File: src/rtl/i2s_clk_sched.sv
// I2S bit/word clock scheduler: generates bclk/wclk from a shadowed divider and slot
// length, starts on request and stops cleanly at the end of a right slot.
module i2s_clk_sched #(
   parameter int CLK_CNT_W   = 8,
   parameter int BIT_CNT_W   = 5,
   parameter int SAMPLE_SIZE = 24
) (
   input  logic                 adc_clk,
   input  logic                 rst,
   input  logic [CLK_CNT_W-1:0] cfg_div,
   input  logic [BIT_CNT_W-1:0] cfg_slot,
   input  logic                 start,
   input  logic                 stop,
   output logic                 busy,
   output logic                 cfg_err,
   output logic                 i2s_bclk,
   output logic                 i2s_wclk,
   output logic                 sample_stb,
   output logic                 sample_ch,
   output logic                 frame_stb
);

   typedef enum logic [1:0] {
      IDLE  = 2'd0,
      RUN   = 2'd1,
      DRAIN = 2'd2
   } state_t;

   localparam logic [BIT_CNT_W-1:0] SAMPLE_IDX = BIT_CNT_W'(SAMPLE_SIZE);

   // A divider of zero behaves as one so bclk never stalls.
   function automatic logic [CLK_CNT_W-1:0] clamp_div(input logic [CLK_CNT_W-1:0] d);
      clamp_div = (d == {CLK_CNT_W{1'b0}}) ? CLK_CNT_W'(1) : d;
   endfunction

   state_t               state_r;
   logic [CLK_CNT_W-1:0] clk_cnt_r;
   logic [CLK_CNT_W-1:0] div_r;
   logic [BIT_CNT_W-1:0] bit_cnt_r;
   logic [BIT_CNT_W-1:0] slot_r;
   logic                 stop_pend_r;

   logic tick_s;
   logic fall_s;
   logic rise_s;
   logic slot_end_s;
   logic frame_end_s;
   logic sample_hit_s;

   // Edge decode for the current cycle of the bit clock generator.
   always_comb begin
      tick_s       = (clk_cnt_r == (div_r - CLK_CNT_W'(1)));
      fall_s       = tick_s & i2s_bclk;
      rise_s       = tick_s & ~i2s_bclk;
      slot_end_s   = fall_s & (bit_cnt_r == slot_r);
      frame_end_s  = slot_end_s & i2s_wclk;
      sample_hit_s = rise_s & (bit_cnt_r == SAMPLE_IDX);
   end

   // Link state machine with registered clock and strobe outputs.
   always_ff @(posedge adc_clk or posedge rst) begin
      if (rst) begin
         state_r     <= IDLE;
         clk_cnt_r   <= {CLK_CNT_W{1'b0}};
         div_r       <= {CLK_CNT_W{1'b0}};
         bit_cnt_r   <= {BIT_CNT_W{1'b0}};
         slot_r      <= {BIT_CNT_W{1'b0}};
         stop_pend_r <= 1'b0;
         busy        <= 1'b0;
         cfg_err     <= 1'b0;
         i2s_bclk    <= 1'b0;
         i2s_wclk    <= 1'b0;
         sample_stb  <= 1'b0;
         sample_ch   <= 1'b0;
         frame_stb   <= 1'b0;
      end else begin
         cfg_err    <= 1'b0;
         sample_stb <= 1'b0;
         frame_stb  <= 1'b0;
         case (state_r)
            IDLE: begin
               i2s_bclk  <= 1'b0;
               i2s_wclk  <= 1'b0;
               busy      <= 1'b0;
               sample_ch <= 1'b0;
               if (start) begin
                  if (cfg_slot >= SAMPLE_IDX) begin
                     div_r       <= clamp_div(cfg_div);
                     slot_r      <= cfg_slot;
                     clk_cnt_r   <= {CLK_CNT_W{1'b0}};
                     bit_cnt_r   <= {BIT_CNT_W{1'b0}};
                     stop_pend_r <= 1'b0;
                     busy        <= 1'b1;
                     frame_stb   <= 1'b1;
                     state_r     <= RUN;
                  end else begin
                     cfg_err <= 1'b1;
                  end
               end
            end
            RUN, DRAIN: begin
               if (tick_s) begin
                  clk_cnt_r <= {CLK_CNT_W{1'b0}};
                  i2s_bclk  <= ~i2s_bclk;
               end else begin
                  clk_cnt_r <= clk_cnt_r + CLK_CNT_W'(1);
               end
               // One-bit I2S delay: the LSB of a 24-bit word is clocked at bit index 24.
               if (sample_hit_s) begin
                  sample_stb <= 1'b1;
                  sample_ch  <= i2s_wclk;
               end
               if (fall_s) begin
                  if (slot_end_s) begin
                     bit_cnt_r <= {BIT_CNT_W{1'b0}};
                     i2s_wclk  <= ~i2s_wclk;
                  end else begin
                     bit_cnt_r <= bit_cnt_r + BIT_CNT_W'(1);
                  end
               end
               if (frame_end_s) begin
                  if (stop_pend_r) begin
                     state_r     <= IDLE;
                     busy        <= 1'b0;
                     i2s_bclk    <= 1'b0;
                     i2s_wclk    <= 1'b0;
                     clk_cnt_r   <= {CLK_CNT_W{1'b0}};
                     bit_cnt_r   <= {BIT_CNT_W{1'b0}};
                     stop_pend_r <= 1'b0;
                  end else begin
                     frame_stb <= 1'b1;
                  end
               end
               if ((state_r == RUN) && stop) begin
                  stop_pend_r <= 1'b1;
                  state_r     <= DRAIN;
               end
            end
            default: begin
               state_r <= IDLE;
            end
         endcase
      end
   end

endmodule

File: config.mk
export PLATFORM = sky130hd
export DESIGN_NAME = i2s_clk_sched
export DESIGN_NICKNAME = d
export VERILOG_FILES = /design/src/rtl/i2s_clk_sched.sv
export SDC_FILE = /design/constraint.sdc
export NUM_CORES = 1
export LEC_CHECK = 0
export CAP_MARGIN = 10
export CORE_MARGIN = 2
export CORE_UTILIZATION = 40
export DETAILED_ROUTE_END_ITERATION = 7
export SLEW_MARGIN = 20
export SYNTH_ARGS = -nofsm -noshare
export SYNTH_HDL_FRONTEND = slang
export SYNTH_SLANG_ARGS = --single-unit
File: constraint.sdc
create_clock -name adc_clk -period 4.1 [get_ports adc_clk]
set_input_delay 0.615 -clock adc_clk [delete_from_list [all_inputs] [get_ports adc_clk]]
set_output_delay 0.615 -clock adc_clk [all_outputs]
set_load 0.01 [all_outputs]
==> flow_metrics.tcl <==
set metrics [dict create \
    htree_num_levels 2 \
    post_layout_nonfiller_instances 314 \
    globalplace.congestion 0.8651 \
    critical_path_endpoint_category "flop" \
    globalRouteTotalUtil_pct 15.47 \
    placed_area_sq_um 2385 \
    drv_cap 0 \
    place_ws_ns 0.4776 \
    tightestPinTransition_ns 0.8629 \
    syn2layout_area_growth_pct 19.31 \
    grt_pass1_vias 1528 \
    netlist-cell-type-count 42 \
    first_pass_grt_wire_length_microns 7038 \
    timing.critical_path.fanout_max 9 \
    grt-ovfl-total 0 \
    crit_arrival_ns 3.81 \
    post-route-cell-area_sq_um 2481 \
    vdd_ir_drop_max_v 0.0002607 \
    clock_skew_ns 0.003891 \
    detail_route.first_pass.iterations 5 \
    initial_antenna_violation_count 0 \
    maximum_number_of_pins_on_one_net_before_global_route_repair 28 \
    powerDensity_nw_per_um2 579.6 \
    worstSkewPairLatency_ns 0.29 \
    critPathMaxStageDelay_ns 0.52 \
    cts_post_setup_buffers_inserted 0 \
    floorplan.die_area_sq_um 5791 \
    yosysSeqAreaShare_pct 43.32 \
    netlist_top_cells_area "dfrtp_1 43%, ha_1 6.6%, mux2_2 5.4%" \
    synth.ff_latch_count 36 \
    timing.hold.worst.class "reg2reg" \
    run_status "completed" \
    synthesis.yosys.warnings 0 \
    resized_cells_post_cts 0 \
    required_time_at_the_endpoint_of_the_critical_path_ns 4.28 \
    dieHeight_microns 76.10 \
    async_flop_share_pct 100.0 \
    clk_pin_slew_worst_paths_ns 0.07 \
    period_utilization_pct 88.73 \
    fmax_mhz 274.9 \
    core_area_sq_um 5075 \
    cts.hold.buffers_added 0 \
    postSynth.topFlopCell "dfrtp_1" \
    routedWlPerCell_microns 13.44 \
    die_width_microns 76.10 \
    slew_viol_final 0 \
    syn-num-nets 246 \
    tritoncts_clock_tree "built" \
    finalNetCount 272 \
    drcViolationCount 0 \
    worst_hold_slack_ns 0.4921 \
    final_antenna_net_count 0 \
    final_hold_viol_count 0 \
    clock-root-buffer "clkbuf_8" \
    vias 1611 \
    rsz_0062_raised_after_global_routing "no" \
    fin_tns_setup_ns 0 \
    portBuffers 23 \
    timing.setup.critical_path_class "reg2reg" \
    reg2reg_depth 14 \
    drt_first_iter_violations 76 \
    fin_crit_ns 3.638 \
    cts_buffers 5 \
    crit_path_top_delay_cell "or4_1" \
    top_level_ports 24 \
    worstSetupStartpointType "flop" \
    netlist_instances 218 \
    initial_utilization_pct 40.98 \
    drt-vias-per-instance 5.131 \
    finalSetupViolations 0 \
    timing.hold.worst_path_depth 1 \
    fillers 504 \
    rows 26 \
    synth_top_area_cell "dfrtp_1" \
    setup_ws_ns 0.4620 \
    drt_wl_total_microns 4221 \
    crit_chain "or3_1 -> or4_1 -> a31oi_1 -> o2111ai_2 -> inv_1 -> ha_1 -> nand4_1 -> nor3_1 -> ha_1 -> nand2_1 -> nand2_1 -> nor2_1 -> a21o_1 -> a22o_1" \
    diodes 0 \
    final_layout_size_suffix_gt1_share_pct 11.07 \
    numClockSinks 36 \
    number_of_synthesized_flops_with_an_enable_pin 0 \
    cts.path.max_buffers 2 \
    relSlewSlack_pct 42.30 \
    placedCellCount 307 \
    avgSynthCellArea_sq_um 9.539 \
    mappedNetlistArea_sq_um 2079 \
    power.leakage_nw 1.057 \
    yosysTopAreaCellShare_pct 43.32 \
    dpl.hpwl_microns 3131 \
]
registers in the layout, indices dropped and copies added (netlist names):
| register | count |
|---|---|
| clk_cnt_r | 8 |
| div_r | 8 |
| bit_cnt_r | 5 |
| slot_r | 5 |
| state_r | 2 |
| busy | 1 |
| cfg_err | 1 |
| frame_stb | 1 |
| i2s_bclk | 1 |
| i2s_wclk | 1 |
| sample_ch | 1 |
| sample_stb | 1 |
| stop_pend_r | 1 |
placed cells by master, fill, tap and decap left out, drive strengths merged, types with 2 or more instances in the layout:
cell type,instances
nor2,7
nand2b,3
mux2,10
nand2,22
a21boi,2
dfrtp,36
or2,3
a31oi,5
nor3,7
clkbuf,7
and2,3
clkdlybuf4s50,23
inv,15
o211ai,3
buf,3
xor2,2
nand4,6
a21o,3
nor2b,2
o21ai,16
and3,4
xnor2,12
o22ai,2
ha,11
nand3,10
a21oi,12
area by class of cell:
cell class | count | area [sq um] | area share (%)
multi-input combinational | 160 | 1087 | 43.82
sequential | 36 | 900.9 | 36.31
timing repair buffer | 26 | 252.7 | 10.19
clock buffer | 7 | 96.34 | 3.883
tap | 70 | 87.58 | 3.530
inverter | 15 | 56.30 | 2.269
kinds of logic (layout without fill, tap and decap cells):
family | Yosys count | after routing | synth area share [%]
flops | 36 | 36 | 43.32
fa+ha+maj | 11 | 11 | 6.618
compound gates | 50 | 50 | 14.92
simple gates | 73 | 73 | 17.87
buf+inv | 22 | 48 | 4.392
mux | 11 | 11 | 5.897
xor+xnor | 15 | 15 | 6.980
path summary, 6_finish.rpt:
check | startpoint | end | slack (ns)
max | div_r[2] | bit_cnt_r[3] | 0.46
min | slot_r[4] | slot_r[4] | 0.49
max reg2reg | div_r[2] | bit_cnt_r[3] | 0.46
min reg2reg | slot_r[4] | slot_r[4] | 0.49
max in group asynchronous | rst | slot_r[4] | 2.81
min in group asynchronous | rst | clk_cnt_r[6] | 0.72
synth_stat cells (2+ instances only):
library cell  count
a21boi_0          2
a21o_1            3
a21oi_1          12
a31oi_1           5
and2_1            3
and3_1            4
clkbuf_1          5
dfrtp_1          36
ha_1             11
inv_1            15
mux2_2           10
nand2_1          22
nand2b_1          3
nand3_1          10
nand4_1           6
nor2_1            7
nor2b_1           2
nor3_1            7
o211ai_1          3
o21ai_0          15
o22ai_1           2
or2_2             3
xnor2_1          12
xor2_1            2
critical path: cells and delay by family (launching register included):
kind | cells | cell delay (ns)
and+or+nand+nor | 7 | 1.62
buffers and inverters | 1 | 0.12
DFF | 1 | 0.45
AOI/OAI and AO/OA | 4 | 0.81
adders and majority gates | 2 | 0.54
stage by stage:
step	utilization, %	total power, W
final	48.89	0.001438
after global placement	46.99	0.001173
after CTS	48.89	0.001459
after floorplan	-	0.001021
after detailed placement	46.99	0.001179
after global routing	48.89	0.001557
per-layer routing:
metal | track usage, % | wire (microns)
met4 | 4.364 | 28
met2 | 25.98 | 2086
met1 | 19.23 | 1951
met5 | 0 | 0
met3 | 4.976 | 155
where the power goes:
group          internal (W)  switching (W)  leakage, nW
clock              0.000150       0.000121       0.0503
combinational      0.000297       0.000331        0.543
sequential         0.000445      0.0000933        0.463
Power figures use the tool's default switching activity.
